## src/rtl/fp16_pkg.sv

```systemverilog
// Shared fp16 format constants, FSM state type and the unpacked-operand
// record used by the sequential mantissa multiplier front end.
package fp16_pkg;

  localparam int FP16_BIAS   = 15;
  localparam int FP16_EXP_W  = 5;
  localparam int FP16_FRAC_W = 10;
  localparam int MANT_W      = 11;
  localparam int PROD_W      = 22;
  localparam int EXP_SUM_W   = 7;
  localparam int CNT_W       = 4;

  typedef enum logic [1:0] {
    IDLE = 2'd0,
    MUL  = 2'd1,
    DONE = 2'd2
  } state_t;

  typedef struct packed {
    logic                  sign;
    logic [FP16_EXP_W-1:0] eff_exp;
    logic [MANT_W-1:0]     mant;
    logic                  zero;
    logic                  inf;
    logic                  nan;
  } fp16_unpacked_t;

endpackage

```

## src/rtl/fp16_mant_mul_seq_if.sv

```systemverilog
// Operand/result handshake bundle between an upstream issuer (master)
// and the sequential mantissa multiplier (slave).
interface fp16_mant_mul_seq_if;
  import fp16_pkg::*;

  logic                 in_valid;
  logic                 in_ready;
  logic [15:0]          a;
  logic [15:0]          b;
  logic                 out_valid;
  logic                 out_ready;
  logic [PROD_W-1:0]    prod;
  logic                 sign;
  logic [EXP_SUM_W-1:0] exp_sum;
  logic                 is_zero;
  logic                 is_inf;
  logic                 is_nan;

  modport master (
    output in_valid, a, b, out_ready,
    input  in_ready, out_valid, prod, sign, exp_sum, is_zero, is_inf, is_nan
  );

  modport slave (
    input  in_valid, a, b, out_ready,
    output in_ready, out_valid, prod, sign, exp_sum, is_zero, is_inf, is_nan
  );

endinterface

```

## src/rtl/fp16_unpack.sv

```systemverilog
// Splits one fp16 word into sign, effective exponent, hidden-bit mantissa
// and special-value class flags.
module fp16_unpack
  import fp16_pkg::*;
(
  input  logic [15:0]    word,
  output fp16_unpacked_t unp
);

  logic [FP16_EXP_W-1:0]  e;
  logic [FP16_FRAC_W-1:0] f;
  logic                   exp_zero;
  logic                   exp_max;
  logic                   frac_zero;

  assign e         = word[14:10];
  assign f         = word[9:0];
  assign exp_zero  = (e == '0);
  assign exp_max   = (e == '1);
  assign frac_zero = (f == '0);

  always_comb begin
    unp.sign = word[15];
    // Subnormals share the exponent of the smallest normal, without the hidden bit
    unp.eff_exp = exp_zero ? FP16_EXP_W'(1) : e;
    unp.mant    = {~exp_zero, f};
    unp.zero    = exp_zero & frac_zero;
    unp.inf     = exp_max & frac_zero;
    unp.nan     = exp_max & ~frac_zero;
  end

endmodule

```

## src/rtl/fp16_mant_mul_seq.sv

```systemverilog
// Sequential fp16 multiply front end: sign, biased exponent sum, class flags
// and an exact 22-bit mantissa product built by an 11-step shift-add loop.
module fp16_mant_mul_seq
  import fp16_pkg::*;
(
  input  logic                clk,
  input  logic                rst,
  fp16_mant_mul_seq_if.slave  bus
);

  fp16_unpacked_t ua;
  fp16_unpacked_t ub;

  fp16_unpack u_unpack_a (.word(bus.a), .unp(ua));
  fp16_unpack u_unpack_b (.word(bus.b), .unp(ub));

  logic                 nan_next;
  logic                 inf_next;
  logic                 zero_next;
  logic [EXP_SUM_W-1:0] exp_sum_next;

  always_comb begin
    nan_next  = ua.nan | ub.nan | (ua.inf & ub.zero) | (ua.zero & ub.inf);
    inf_next  = (ua.inf | ub.inf) & ~nan_next;
    zero_next = (ua.zero | ub.zero) & ~nan_next & ~inf_next;
    exp_sum_next = EXP_SUM_W'(ua.eff_exp) + EXP_SUM_W'(ub.eff_exp)
                 - EXP_SUM_W'(FP16_BIAS);
  end

  state_t               state_reg;
  logic [CNT_W-1:0]     cnt_reg;
  logic [MANT_W-1:0]    mcand_reg;
  logic [MANT_W-1:0]    mplier_reg;
  logic [PROD_W-1:0]    acc_reg;
  logic                 sign_reg;
  logic [EXP_SUM_W-1:0] exp_sum_reg;
  logic                 zero_reg;
  logic                 inf_reg;
  logic                 nan_reg;
  logic                 in_ready_reg;
  logic                 out_valid_reg;

  logic [PROD_W-1:0]    addend;

  // Partial product for the current multiplier bit; max sum 0x3FF001 fits 22 bits
  assign addend = mplier_reg[cnt_reg] ? (PROD_W'(mcand_reg) << cnt_reg) : '0;

  always_ff @(posedge clk) begin
    if (rst) begin
      state_reg     <= IDLE;
      cnt_reg       <= '0;
      mcand_reg     <= '0;
      mplier_reg    <= '0;
      acc_reg       <= '0;
      sign_reg      <= 1'b0;
      exp_sum_reg   <= '0;
      zero_reg      <= 1'b0;
      inf_reg       <= 1'b0;
      nan_reg       <= 1'b0;
      in_ready_reg  <= 1'b1;
      out_valid_reg <= 1'b0;
    end else begin
      case (state_reg)
        IDLE: begin
          if (bus.in_valid) begin
            mcand_reg    <= ua.mant;
            mplier_reg   <= ub.mant;
            acc_reg      <= '0;
            cnt_reg      <= '0;
            sign_reg     <= ua.sign ^ ub.sign;
            exp_sum_reg  <= exp_sum_next;
            zero_reg     <= zero_next;
            inf_reg      <= inf_next;
            nan_reg      <= nan_next;
            in_ready_reg <= 1'b0;
            state_reg    <= MUL;
          end
        end
        MUL: begin
          acc_reg <= acc_reg + addend;
          cnt_reg <= cnt_reg + 1'b1;
          if (cnt_reg == CNT_W'(MANT_W - 1)) begin
            out_valid_reg <= 1'b1;
            state_reg     <= DONE;
          end
        end
        DONE: begin
          if (bus.out_ready) begin
            out_valid_reg <= 1'b0;
            in_ready_reg  <= 1'b1;
            state_reg     <= IDLE;
          end
        end
        default: begin
          out_valid_reg <= 1'b0;
          in_ready_reg  <= 1'b1;
          state_reg     <= IDLE;
        end
      endcase
    end
  end

  assign bus.in_ready  = in_ready_reg;
  assign bus.out_valid = out_valid_reg;
  assign bus.prod      = acc_reg;
  assign bus.sign      = sign_reg;
  assign bus.exp_sum   = exp_sum_reg;
  assign bus.is_zero   = zero_reg;
  assign bus.is_inf    = inf_reg;
  assign bus.is_nan    = nan_reg;

endmodule

```

## src/flat_wrapper.sv

```systemverilog
// flat-port wrapper written by rule: the top's interface ports become plain ports
module fp16_mant_mul_seq_flat import fp16_pkg::*;
  (clk, rst, bus_in_valid, bus_a, bus_b, bus_out_ready, bus_in_ready, bus_out_valid, bus_prod, bus_sign, bus_exp_sum, bus_is_zero, bus_is_inf, bus_is_nan);
  fp16_mant_mul_seq_if bus_i ();
  input  logic clk;
  input  logic rst;
  input wire logic [$bits(bus_i.in_valid)-1:0] bus_in_valid;
  input wire logic [$bits(bus_i.a)-1:0] bus_a;
  input wire logic [$bits(bus_i.b)-1:0] bus_b;
  input wire logic [$bits(bus_i.out_ready)-1:0] bus_out_ready;
  output wire logic [$bits(bus_i.in_ready)-1:0] bus_in_ready;
  output wire logic [$bits(bus_i.out_valid)-1:0] bus_out_valid;
  output wire logic [$bits(bus_i.prod)-1:0] bus_prod;
  output wire logic [$bits(bus_i.sign)-1:0] bus_sign;
  output wire logic [$bits(bus_i.exp_sum)-1:0] bus_exp_sum;
  output wire logic [$bits(bus_i.is_zero)-1:0] bus_is_zero;
  output wire logic [$bits(bus_i.is_inf)-1:0] bus_is_inf;
  output wire logic [$bits(bus_i.is_nan)-1:0] bus_is_nan;
  assign bus_i.in_valid = bus_in_valid;
  assign bus_i.a = bus_a;
  assign bus_i.b = bus_b;
  assign bus_i.out_ready = bus_out_ready;
  assign bus_in_ready = bus_i.in_ready;
  assign bus_out_valid = bus_i.out_valid;
  assign bus_prod = bus_i.prod;
  assign bus_sign = bus_i.sign;
  assign bus_exp_sum = bus_i.exp_sum;
  assign bus_is_zero = bus_i.is_zero;
  assign bus_is_inf = bus_i.is_inf;
  assign bus_is_nan = bus_i.is_nan;
  fp16_mant_mul_seq u_core (.clk(clk), .rst(rst), .bus(bus_i));
endmodule
```

## config.mk

```make
export PLATFORM = sky130hd
export DESIGN_NAME = fp16_mant_mul_seq_flat
export DESIGN_NICKNAME = d
export VERILOG_FILES = /design/src/rtl/fp16_pkg.sv /design/src/rtl/fp16_mant_mul_seq_if.sv /design/src/rtl/fp16_unpack.sv /design/src/rtl/fp16_mant_mul_seq.sv /design/src/flat_wrapper.sv
export SDC_FILE = /design/constraint.sdc
export NUM_CORES = 1
export LEC_CHECK = 0
export BUFFER_PORTS_ARGS = -buffer_cell sky130_fd_sc_hd__buf_2
export CAP_MARGIN = 10
export CORE_ASPECT_RATIO = 0.7
export CORE_MARGIN = 3
export CORE_UTILIZATION = 53
export CTS_BUF_LIST = sky130_fd_sc_hd__clkbuf_4
export DETAILED_ROUTE_END_ITERATION = 16
export GPL_TIMING_DRIVEN = 0
export PLACE_DENSITY = 0.87
export SYNTH_ARGS = -nofsm -noshare
export SYNTH_HDL_FRONTEND = slang
export SYNTH_HIERARCHICAL = 1
export SYNTH_SLANG_ARGS = --single-unit
```

## constraint.sdc

```tcl
create_clock -name clk -period 3.3 [get_ports clk]
set_input_delay 0.165 -clock clk [delete_from_list [all_inputs] [get_ports clk]]
set_output_delay 0.165 -clock clk [all_outputs]
set_load 0.02 [all_outputs]
```

# Yosys cells after proc, flatten, opt, wreduce, memory -nomap -nowiden
# Index checks and enable logic that the tools add are counted.
# W data, S select, Z words.
# classes
add_sub_neg	4
multipliers	0
n_div	0
magnitude_cmp	1
n_eq_ne	8
shift	1
n_mux	19
bitwise	25
reduce_logical	11
# op_table
op	count
$mux W22	2
$pmux W22 S2	1
$add A22 B22 Y22	1
$shl A11 B4 Y22	1
$logic_not A10 Y1	2
$and A1 B1 Y1	11
$eq A5 B5 Y1 const B	2
$logic_not A5 Y1	2
$mux W5	2
$reduce_and A3 Y1	3
$not A1 Y1	8
$pmux W4 S2	1
$sub A7 B4 Y7 const B	1
$add A5 B5 Y6	1
$mux W2	3
$pmux W1 S3	2
$pmux W2 S3	1
$lt A4 B5 Y1 const B	1
$mux W1	5
$or A1 B1 Y1	5
$add A4 B1 Y4 const B	1
$bmux W1 S4	1
$eq A4 B4 Y1 const B	1
$mux W4	1
8 further kinds	10
# word_totals
reg_bits	63
latchBits	0
ram_bits	0
mem_bits_ro	0
in_bits	36
output_inout_bits	35
elab_cells	81
mem_count	0

# Longest topological paths before layout
# logic_depth
depth_word	10
depth_mapped	16
mapped_depth_nobuf	14

# By module
# The synthesis kept the hierarchy.
# by_module_without_submodules
module	instances	cells_per_inst	area_per_inst_um2	seq_area_each_um2
fp16_mant_mul_seq	1	532	4097.7	1261.2
fp16_unpack	2	28	175.2	0.0

# Least setup slack after synthesis
# OpenSTA, ideal clock, no wires.
# synth_timing
path_type	register -> register
from	register u_core.cnt_reg[0]
to	register u_core.acc_reg[19] (netlist: u_core/bus.prod[19])
setup_time_ps	117
arrival_ps	3137
required_time_ps	3183
slack_ps	46
stages_incl_launch_ff	14
n_path_buf	1
period_less_slack_ps	3254
cell_sequence	dfxtp_1 mux4_2 mux2i_1 or2_2 clkbuf_1 nor2_1 ha_1 a21o_1 a21oi_2 a21oi_2 o21bai_1 a211oi_1 or3_1 a32o_1
# synth_via
elab_chain_len	5
word_cells_on_any_way	6
classes_between	1 x add/sub; 1 x shift; 4 x mux
# synth_lines
item	line	text
start: declaration	fp16_mant_mul_seq.sv:31	logic [CNT_W-1:0] cnt_reg;
start signal: assignment	fp16_mant_mul_seq.sv:81	cnt_reg <= cnt_reg + 1'b1;
$bmux W1 S4	fp16_mant_mul_seq.sv:46	assign addend = mplier_reg[cnt_reg] ? (PROD_W'(mcand_reg) << cnt_reg) : '0;
$mux W1 (implied by the code)	fp16_mant_mul_seq.sv:46	
$mux W22 *	fp16_mant_mul_seq.sv:46	
$add A22 B22 Y22 *	fp16_mant_mul_seq.sv:80	acc_reg <= acc_reg + addend;
$pmux W22 S2 *	fp16_mant_mul_seq.sv:63	case (state_reg)
end signal: assignment	fp16_mant_mul_seq.sv:80	
end: declaration	fp16_mant_mul_seq.sv:34	logic [PROD_W-1:0] acc_reg;
# Mark *: on every way between the ends. The rest lies on a longest branch, timed or not. The select of a mux whose other input is x is not followed.
# A chain may end at the register's enable or synchronous reset.

# Final worst setup path
# layout_timing
from	register u_core.cnt_reg[0]
to	register u_core.acc_reg[20] (netlist: u_core/bus.prod[20])
# Same word-level chain as after synthesis.

==> results.toml <==
[outcome]
outcome = "complete, but fails checks"
violations = "negative setup slack"

[synthesis]
yosys-top-cells-area = "dfxtp_1 (28%), ha_1 (9.0%), a21oi_1 (8.2%), nand2_1 (7.4%), nor2_1 (4.9%)"
synthMuxAreaShare_pct = 4.95
synthesis.area_um2 = 4450
synth-seq-cells = 63
yosysSeqAreaShare_pct = 28.4
ys.flop_type = "dfxtp_1"
synth_compound_area_share_pct = 21.3
async_flop_share_pct = 0
netlist_instances = 588
ys_types = 57
synth_edf_count = 0
avgSynthCellArea_um2 = 7.56
synth-simple-area-share_pct = 22.8
yosys_warnings = 6
synth_top_area_cell = "dfxtp_1"
synth_adder_area_share_pct = 9.90
synth_top_area_share_pct = 28.4
synth_nets = 658
synth_top_family_by_area = "simple AND/OR/NAND/NOR gates"
synthXorXnorAreaFrac_pct = 3.74

[sta]
tightest_slew_ns = 0.756
relSlewSlack_pct = 49.3
setup_tns_ns = -0.0379
finalHoldViolCount = 0
fin_ws_ns = -0.0212
clock_skew_ns = 0.0186
finalSetupViolCount = 3
slew_violations = 0
period_needed_ns = 3.32
rsz0062_at_grt = "yes"
max_freq_mhz = 301
fin_crit_sh_pct = 101

[die]
pin_count = 71
core.rowCount = 27
dieArea_um2 = 9550
initial_utilization_pct = 55.6
core_um2 = 8010
die_width_um = 115
die_y_um = 82.6

[detailed_routing]
routed_wirelength_um = 14200
post_drt_wl_per_cell_um = 17.8
via_per_inst = 6.10
dr.first_iter.drc_count = 566
vias = 4859
firstDrtPassIters = 5
ant_nets = 0
drc = 0

[final_layout]
final_cells = 797
final_nets = 761
layout_common_cells = "nand2_1 (87), buf_2 (71), a21oi_1 (61), dfxtp_1 (61), nor2_1 (56)"
largest_reg_flops = 22
fillerInstances = 600
fin_util_pct = 70.8
ff_latch_area_um2 = 1270
fin_area_um2 = 5670
mostFrequentLayoutCell = "nand2_1"
diodes = 0
drive_above_1_share_pct = 29.5
multi_input_area_um2 = 3110
area_delta_synth_final_pct = 27.4

[clocking]
clockRootBuffer = "clkbuf_4"
cts_max_path_buffers = 2
cts_sinks = 63
cts_max_level = 3
cts_tree = "done"
worstSkewPairLatency_ns = 0.44
cts_buffers = 9
clk_pin_slew_ns = 0.12

[global_route]
antenna_found_initial = 0
grt_max_degree = 13
met1_usage_pct = 37.0
grt_busiest_layer = "met2"
met2_usage_pct = 43.7
grt_pass1_wl_um = 20500
grt_use_met3_pct = 7.65
grt_pass1_vias = 4254
grt_overflow = 0
grt_usage_pct = 27.6

[critical_path]
crit_top_cell = "mux2i_1"
path_cells = "buf_8 -> buf_12 -> mux2i_4 -> mux2i_1 -> mux2i_1 -> buf_4 -> nor2_1 -> ha_4 -> a21oi_2 -> nand2_2 -> o21ai_4 -> o221a_4 -> o221ai_2 -> xor2_1 -> a22o_1"
crit_family = "compound AO/OA/AOI/OAI gates"
worst_setup_path_end_kind = "flop"
start_kind = "flop"
worstPathMaxFanout = 10
max_stage_delay_ns = 0.38
cp.arrival_ns = 3.66
cp_num_buf_inv = 3
critPathKind = "reg2reg"
cp.required_ns = 3.64
crit_slowest_cell = "dfxtp_4"

[pwr]
power.switching_uw = 551
seqPwrFrac_pct = 45.0
switching_share_pct = 30.5
leakage_uw = 0.00242
power.share.clock_pct = 34.7
p_int_uw = 1260
p_per_area_nw_per_um2 = 319
combPwrFrac_pct = 20.3
ir_drop_mv = 0.296

[place]
postPlaceCellArea_um2 = 4910
dp_slack_ns = -0.631
dp.cells = 756
dp_hpwl_um = 9710
io_buffers = 67
gp_congestion = 0.939

[flow_run]
cap_violations = 0

[worst_hold_path]
hold_class = "in2reg"
-- layer usage --
metal  part of all wire, %  vias up
li1                      -     2259
met2                    45      336
met1                    41     2216
met3                    11       48
met4                   2.6        0
met5                     0        -
-- Yosys cell counts, drive strengths merged, types with 3 or more instances --
master	n
a21oi	75
a21o	8
nor4	5
nor2	58
nand3b	3
o21ai	15
or3	5
mux2i	13
xor2	5
nand4	5
nand2b	8
a31oi	6
mux2	4
o21a	3
inv	19
nor2b	5
buf	33
nor3	12
a22o	10
ha	32
and3	4
nand3	18
o22ai	13
nand2	89
dfxtp	63
clkbuf	28
xnor2	14
a211oi	8
-- final cells by class --
| type | instances | share of cell area [%] |
|---|---|---|
| plain buffers | 61 | 6.60 |
| clock buffers | 9 | 1.19 |
| clock inverters | 7 | 1.70 |
| inverters | 19 | 1.26 |
| multi-input cells | 445 | 54.9 |
| flip-flops and latches | 63 | 22.3 |
| well taps | 101 | 2.23 |
| repair buffers | 92 | 9.74 |
-- repair_timing --
| item | CTS | global route |
|---|---|---|
| setup endpoints to repair | 13 | 12 |
| gates resized for setup | 38 | 53 |
| hold endpoints to repair | 2 | 0 |
| buffers inserted | 9 | 12 |
| cloned | 0 | 1 |
| pin swaps | 13 | 22 |
| hold buffers | 3 | 0 |
-- stage by stage --
stage                     hold slack, ns  power, uW
final                             0.0731       1810
after global routing              0.0586       1880
after CTS                       0.000152       1770
after detailed placement           0.449       1140
after global placement             0.442       1120
after floorplan                    0.338       1040
-- power by group through the flow --
stage	clock network, uW	registers [uW]	logic (uW)
2_1_floorplan	0	836	201
3_3_place_gp	0	825	297
3_5_place_dp	0	826	309
4_1_cts	636	810	328
5_1_grt	668	816	398
6_report	628	812	367
-- logic make-up (layout without fill, tap and decap cells) --
group / count (synthesis) / after routing
simple gates: 219 / 219
mux: 19 / 19
compound gates: 154 / 154
xor+xnor: 19 / 19
fa+ha+maj: 34 / 34
buf+inv: 80 / 188
flops: 63 / 63
-- final timing paths --
| kind | startpoint | end | slack (ns) | depth (start not counted) |
|---|---|---|---|---|
| min | bus_a[8] | u_core/mcand_reg[8] | 0.07 | 4 |
| min reg2reg | u_core/bus.exp_sum[6] | u_core/bus.exp_sum[6] | 0.46 | 2 |
| max | u_core/cnt_reg[0] | u_core/bus.prod[20] | -0.02 | 15 |
| max reg2reg | u_core/cnt_reg[0] | u_core/bus.prod[20] | -0.02 | 15 |
-- tightest hold or removal path: stages --
cell     delay (ns)
buf_2          0.09
buf_4          0.09
nand2_1        0.04
a21oi_1        0.10
(Power assumes the default switching activity.)
